[src/rtl/udp_mii_frame_tx.sv]
// MII (nibble-wide) transmitter for one Ethernet/IPv4/UDP frame per start request.
// Covers preamble, header with per-frame IP checksum, streamed payload, CRC-32 FCS and inter-frame gap.
module udp_mii_frame_tx #(
  parameter int          PAYLOAD_BYTES = 18,
  parameter logic [47:0] DST_MAC       = 48'h8086F23E6AD9,
  parameter logic [47:0] SRC_MAC       = 48'h001234567890,
  parameter logic [31:0] SRC_IP        = 32'hC0A8002C,
  parameter logic [31:0] DST_IP        = 32'hC0A89D01,
  parameter logic [15:0] SRC_PORT      = 16'h0400,
  parameter logic [15:0] DST_PORT      = 16'h0400,
  parameter logic [15:0] IP_ID_INIT    = 16'hB3FE,
  parameter int          IFG_NIBBLES   = 24
) (
  input  logic       clk,
  input  logic       reset,
  input  logic       start,
  input  logic [7:0] pay_data,
  input  logic       pay_valid,
  output logic       pay_ready,
  output logic [3:0] txd,
  output logic       tx_en,
  output logic       busy,
  output logic       done,
  output logic       underrun,
  output logic       phy_reset_n
);

  typedef enum logic [2:0] {IDLE, PREAMBLE, HEADER, PAYLOAD, FCS, IFG} state_t;

  localparam logic [15:0] TOTAL_LEN  = 16'(28 + PAYLOAD_BYTES);
  localparam logic [15:0] UDP_LEN    = 16'(8 + PAYLOAD_BYTES);
  localparam logic [11:0] HDR_LAST   = 12'd83;
  localparam logic [11:0] PAY_LAST   = 12'(2 * PAYLOAD_BYTES - 1);
  localparam logic [11:0] IFG_LAST   = 12'(IFG_NIBBLES - 1);
  localparam logic [11:0] DONE_AT    = 12'(IFG_NIBBLES - 2);
  // Every IP header word except ip_id is fixed at elaboration.
  localparam logic [31:0] CSUM_CONST = 32'h4500 + 32'(TOTAL_LEN) + 32'h8011
                                     + 32'(SRC_IP[31:16]) + 32'(SRC_IP[15:0])
                                     + 32'(DST_IP[31:16]) + 32'(DST_IP[15:0]);

  state_t         state;
  logic [11:0]    cnt;
  logic [3:0]     txd_q;
  logic [15:0]    ip_id;
  logic [15:0]    ip_csum;
  logic [31:0]    crc;
  logic [31:0]    crc_next;
  logic [31:0]    fcs_val;
  logic [27:0]    fcs_sr;
  logic [335:0]   hdr_vec;
  logic [335:0]   hdr_sr;
  logic [7:0]     pay_in;

  function automatic logic [31:0] crc_nib(input logic [31:0] c, input logic [3:0] n);
    logic [31:0] r;
    // NOTE: blocking assignments are correct here: r is a local temporary inside a pure function.
    r = c ^ {28'h0, n};
    for (int i = 0; i < 4; i++) r = r[0] ? ((r >> 1) ^ 32'hEDB88320) : (r >> 1);
    return r;
  endfunction

  function automatic logic [15:0] ip_checksum(input logic [15:0] id);
    logic [31:0] s;
    s = CSUM_CONST + {16'h0, id};
    s = {16'h0, s[15:0]} + {16'h0, s[31:16]};
    s = {16'h0, s[15:0]} + {16'h0, s[31:16]};
    return ~s[15:0];
  endfunction

  assign hdr_vec = {DST_MAC, SRC_MAC, 16'h0800,
                    16'h4500, TOTAL_LEN, ip_id, 16'h0000, 16'h8011, ip_csum, SRC_IP, DST_IP,
                    SRC_PORT, DST_PORT, UDP_LEN, 16'h0000};

  assign pay_in      = pay_valid ? pay_data : 8'h00;
  // NOTE: the payload low nibble passes straight from pay_data to txd in the cycle it is accepted;
  // every other nibble comes from txd_q.
  assign txd         = pay_ready ? pay_in[3:0] : txd_q;
  assign crc_next    = crc_nib(crc, txd);
  assign fcs_val     = underrun ? crc_next : ~crc_next;
  assign phy_reset_n = ~reset;

  // NOTE: hdr_sr, fcs_sr and ip_csum are datapath registers loaded before use, so reset leaves them alone.
  always_ff @(posedge clk) begin
    if (reset) begin
      state     <= IDLE;
      cnt       <= '0;
      txd_q     <= 4'h0;
      tx_en     <= 1'b0;
      pay_ready <= 1'b0;
      busy      <= 1'b0;
      done      <= 1'b0;
      underrun  <= 1'b0;
      ip_id     <= IP_ID_INIT;
      crc       <= 32'hFFFFFFFF;
    end else begin
      cnt  <= cnt + 12'd1;
      done <= 1'b0;
      case (state)
        IDLE: begin
          cnt <= '0;
          if (start) begin
            state    <= PREAMBLE;
            txd_q    <= 4'h5;
            tx_en    <= 1'b1;
            busy     <= 1'b1;
            underrun <= 1'b0;
            crc      <= 32'hFFFFFFFF;
            ip_csum  <= ip_checksum(ip_id);
          end
        end
        PREAMBLE: begin
          if (cnt == 12'd14) txd_q <= 4'hD;
          else if (cnt == 12'd15) begin
            state  <= HEADER;
            cnt    <= '0;
            hdr_sr <= hdr_vec;
            txd_q  <= hdr_vec[331:328];
          end
        end
        HEADER: begin
          crc <= crc_next;
          if (!cnt[0]) txd_q <= hdr_sr[335:332];
          else if (cnt == HDR_LAST) begin
            state     <= PAYLOAD;
            cnt       <= '0;
            pay_ready <= 1'b1;
          end else begin
            hdr_sr <= {hdr_sr[327:0], 8'h00};
            txd_q  <= hdr_sr[323:320];
          end
        end
        PAYLOAD: begin
          crc <= crc_next;
          if (!cnt[0]) begin
            pay_ready <= 1'b0;
            txd_q     <= pay_in[7:4];
            if (!pay_valid) underrun <= 1'b1;
          end else if (cnt == PAY_LAST) begin
            state  <= FCS;
            cnt    <= '0;
            fcs_sr <= fcs_val[31:4];
            txd_q  <= fcs_val[3:0];
          end else pay_ready <= 1'b1;
        end
        FCS: begin
          if (cnt == 12'd7) begin
            state <= IFG;
            cnt   <= '0;
            tx_en <= 1'b0;
            txd_q <= 4'h0;
          end else begin
            txd_q  <= fcs_sr[3:0];
            fcs_sr <= {4'h0, fcs_sr[27:4]};
          end
        end
        IFG: begin
          if (cnt == DONE_AT) done <= 1'b1;
          if (cnt == IFG_LAST) begin
            state <= IDLE;
            cnt   <= '0;
            busy  <= 1'b0;
            ip_id <= ip_id + 16'd1;
          end
        end
        default: state <= IDLE;
      endcase
    end
  end

endmodule

[config.mk]
export PLATFORM = sky130hd
export DESIGN_NAME = udp_mii_frame_tx
export DESIGN_NICKNAME = d
export VERILOG_FILES = /design/src/rtl/udp_mii_frame_tx.sv
export SDC_FILE = /design/constraint.sdc
export NUM_CORES = 1
export LEC_CHECK = 0
export CORE_UTILIZATION = 59
export CTS_CLUSTER_DIAMETER = 100
export DETAILED_ROUTE_END_ITERATION = 8
export PLACE_DENSITY = 0.76
export SYNTH_ARGS = -nofsm -noshare
export SYNTH_HDL_FRONTEND = slang
export SYNTH_SLANG_ARGS = --single-unit
[constraint.sdc]
create_clock -name clk -period 57 [get_ports clk]
set_input_delay 5.7 -clock clk [delete_from_list [all_inputs] [get_ports clk]]
set_output_delay 5.7 -clock clk [all_outputs]
set_load 0.005 [all_outputs]
# Word-level counts from Yosys, hierarchy flattened
# Cells that the tools add are included.
[classes]
div_mod_pow = 0
n_mux = 61
mul = 0
shifts = 0
n_reduce_logical = 22
n_eq_ne = 29
addsub = 5
order_cmp = 0
bitwise_logic = 9
[op_table]
columns = ["operator", "n"]
rows = [
  ["336-bit 2-to-1 mux", 4],
  ["336-bit one-hot mux with 2 select lines", 1],
  ["32-bit 2-to-1 mux", 6],
  ["12-bit 2-to-1 mux", 8],
  ["28-bit 2-to-1 mux", 3],
  ["12-bit one-hot mux with 6 select lines", 1],
  ["32-bit one-hot mux with 2 select lines", 1],
  ["13-bit NOT with 14-bit output", 4],
  ["28-bit one-hot mux with 2 select lines", 1],
  ["4-bit 2-to-1 mux", 9],
  ["32-bit NOT", 1],
  ["32-bit by 4-bit bitwise XOR with 32-bit output", 1],
  ["3-bit 2-to-1 mux", 9],
  ["2-bit inequality test, second input constant", 13],
  ["12-bit by 4-bit == test with 1-bit output, second input constant", 2],
  ["12-bit by 5-bit == test with 1-bit output, second input constant", 2],
  ["4-bit one-hot mux with 5 select lines", 1],
  ["18-bit by 16-bit adder with 19-bit output, first input constant", 1],
  ["3-bit one-hot mux with 6 select lines", 1],
  ["16-bit by 3-bit adder with 17-bit output", 1],
  ["16-bit by 1-bit adder with 16-bit output", 1],
  ["16-bit by 1-bit adder with 16-bit output, second input constant", 1],
  ["16-bit NOT", 1],
  ["2-bit nonzero test", 7],
  ["21 further kinds", 46],
]
[word_totals]
n_memories = 0
out_inout_bits = 10
mem_bits_ro = 0
in_bits = 12
mem_bits_rw = 0
word_cells = 139
ff_bits = 452
latch_bits = 0

# Depth between registers and ports, before layout
[depth]
ltp_word = 16
mapped_depth = 20

# Worst setup path before layout
# Ideal clock, no wire load.
[synth_timing]
path_kind = "input to register"
startpoint = "input port reset"
endpoint = "register hdr_sr[100], enable pin"
t_required_ns = 55.823
setup_ns = 1.177
path_buffers = 1
cell_stages = 2
path_slack_ns = 32.870
arrival_time_ns = 22.953
cell_sequence = "clkbuf_1 nor3_1"
[synth_between]
elab_chain_len = 2
[synth_rtl]
columns = ["element", "line", "text"]
rows = [
  ["start, declared", "15", "input logic reset,"],
  ["1-bit NOT (no line)", "n/a", ""],
  ["6-bit AND reduction (no line)", "n/a", ""],
  ["end signal, assigned", "116", "hdr_sr <= hdr_vec;"],
  ["end signal, assigned", "128", "hdr_sr <= {hdr_sr[327:0], 8'h00};"],
  ["end, declared", "51", "logic [335:0] hdr_sr;"],
]
# Every way passes these cells.
# A chain may end at the register's enable or synchronous reset.

# Final worst setup path
[layout_timing]
startpoint = "input port reset"
endpoint = "output port phy_reset_n"
[layout_between]
elab_chain_len = 1
[layout_rtl]
columns = ["element", "line", "text"]
rows = [
  ["1-bit NOT (no line)", "n/a", ""],
  ["end, declared", "25", "output logic phy_reset_n"],
]
# Every way passes these cells.

==> impl_metrics.toml <==
[status]
status = "finished clean"

[sta]
slew_violations = 0
worst_pin_slew_ns = 1.06
finalCritPeriodShare = 0.231
max_freq_mhz = 76.1
slew_headroom = 0.297
fin_crit_ns = 13.15
hold_violations = 0
rsz0062_at_grt = "false"
setup_tns_ns = 0
setup_viol = 0
finClkSkew_ns = 0.0136
hold_ws_ns = 0.491

[clocking]
cts_max_level = 2
cts_tree = "yes"
clock_latency_ns = 0.54
ctsResizeCount = 0
cts_setup_buffers = 0
cts_made_buffers = 39
ctsHoldBuffers = 0
root_buffer = "clkbuf_16"
cts_sinks = 369
cts.reportedPaths.clkPinSlew_ns = 0.06
clk_path_buf_depth = 3

[global_routing]
antenna_found_initial = 0
grtUsageMet2 = 0.338
busiest_layer = "met2"
grt_usage = 0.211
grt-ovfl-total = 0
grt_pass1_wl_um = 47200
grt_start_max_net_pins = 191
grt_use_met3 = 0.0330
use_met1 = 0.292
grt_pass1_vias = 9259

[detailed_routing]
first_pass_iters = 7
drtIter0Drc = 807
wire_per_inst_um = 16.9
drc = 0
viasPerCell = 5.66
antenna_left = 0
totalWireLength_um = 28600
vias = 9578

[final_layout]
fin_util = 0.672
final_cell_count_no_fill = 1693
drive_gt1_frac = 0.0663
final_cell_mix = "297 x edfxtp_1, 165 x and2_1, 156 x nand2_1"
diodes = 0
num-nets-final = 1351
area_delta_synth_final_pct = 10.5
final_common_cell = "edfxtp_1"

[setup_path]
reg2regPathDepth = 18
cp_slowest_cell = "clkdlybuf4s50_1"
cp-end-kind = "primary output"
crit_path_start_kind = "primary input"
crit_family = "buffers and inverters"
path_cells = "clkdlybuf4s50_1 > buf_4 > inv_1 > buf_4 > clkdlybuf4s50_1"
cp.depth = 5
critPathMaxFanout = 48
critPathKind = "primary input to primary output"
required_ns = 51.30
slowest_delay_ns = 0.60
cp_num_buf_inv = 5
worstPathArrival_ns = 7.45

[yosys]
synth_area_um2 = 16000
ys.flop_type = "edfxtp_1"
ys_seq_area_frac = 0.646
async_reset_ff_frac = 0
synthCells = 1338
synth-seq-cells = 369
synth_nets = 1359
synth-edff-count = 297
synth.avg_cell_area_um2 = 12.0
ys_types = 65
yosysWarnings = 0

[placement]
placedCellCount = 1624
numPortBuffers = 21
gp_congestion = 0.848
place_hpwl_um = 15900

[floorplanning]
core_area_um2 = 26400
die_height_um = 167
die-area_um2 = 27800
io_pins = 22
start_util = 0.608
die_w_um = 167
rows = 59

[pwr]
power.density_nw_per_um2 = 31.2
leakagePower_uw = 0.00598
power_uw = 553
max-vdd-ir-drop_mv = 0.0218

[hold_path]
hp-class = "register to register"
whs_path_depth = 2

[flow_run]
cap_violations = 0
-- layer usage --
metal | wire, um | part of all wire
met1 | 13000 | 0.45
met2 | 13400 | 0.47
met3 | 1410 | 0.049
met4 | 813 | 0.028
met5 | 0 | 0
-- cells by family after synthesis --
kind of cell | count (synthesis) | synth area share
compound gates | 146 | 0.0557
flops | 369 | 0.646
fa+ha+maj | 9 | 0.00703
buf+inv | 108 | 0.0255
simple gates | 574 | 0.189
mux | 2 | 0.00125
xor+xnor | 130 | 0.0752
-- synth_stat cells, types with 3 or more instances --
library cell	number	area share
a211oi_1	5	0.0023
a21oi_1	18	0.0056
a221oi_1	4	0.0022
a22oi_1	5	0.0023
a31oi_1	5	0.0020
and2_1	165	0.064
and3_1	8	0.0031
and4_1	3	0.0016
buf_1	3	0.00070
buf_2	3	0.00094
clkbuf_1	78	0.018
dfxtp_1	72	0.090
edfxtp_1	297	0.56
ha_1	9	0.0070
inv_1	23	0.0054
nand2_1	156	0.037
nand2b_1	7	0.0027
nand3_1	20	0.0062
nand4_1	10	0.0039
nor2_1	66	0.015
nor2b_1	9	0.0035
nor3_1	34	0.011
nor4_1	4	0.0016
o211ai_1	4	0.0019
o21a_1	3	0.0014
o21ai_0	70	0.022
o22ai_1	10	0.0039
or2_2	3	0.0012
or3_1	74	0.029
xnor2_1	65	0.036
xnor2_2	3	0.0030
xor2_1	57	0.031
xor2_2	4	0.0041
-- sequential cells by signal, summed over array words and instances (netlist names) --
name       count
underrun       1
busy           1
crc           32
ip_csum       16
tx_en          1
ip_id         16
pay_ready      1
cnt           12
txd_q          4
fcs_sr        28
state          3
hdr_sr       253
done           1
-- metrics by stage --
step / worst slack, ns / area, um^2
2_1_floorplan: 32.87 / 16000
3_3_place_gp: 43.86 / 16500
3_5_place_dp: 43.86 / 16500
4_1_cts: 43.85 / 17700
5_1_grt: 43.79 / 17700
6_report: 43.85 / 17700
-- worst paths after layout --
| check | start | to | slack [ns] |
|---|---|---|---|
| worst max register to register | ip_id[2]$_SDFFE_PP1P_ | ip_csum[14]$_DFFE_PP_ | 51.29 |
| worst max-delay path | reset | phy_reset_n | 43.85 |
| worst min-delay path | busy$_SDFFE_PP0P_ | busy$_SDFFE_PP0P_ | 0.49 |
| worst min register to register | busy$_SDFFE_PP0P_ | busy$_SDFFE_PP0P_ | 0.49 |
-- tightest hold or removal path, stage by stage (launching register included) --
cell     delay [ns]
dfxtp_1        0.33
a21oi_1        0.06
nor2_1         0.07
-- layout make-up --
class / count / area [um^2]
flip-flops and latches: 369 / 10400
clock buffers: 54 / 1060
multi-input cells: 861 / 5290
repair buffers: 35 / 328
fillers: 1915 / 8640
clock inverters: 15 / 159
well taps: 335 / 419
inverters: 24 / 90.1
-- power breakdown --
group / internal, uW / switching [uW] / total [uW] / leakage, uW
clock: 144 / 99.9 / 244 / 0.000597
sequential: 289 / 0.816 / 290 / 0.00327
combinational: 7.90 / 11.6 / 19.5 / 0.00211
total: 441 / 112 / 553 / 0.00598
No activity file was read; power rests on OpenSTA's default activity.
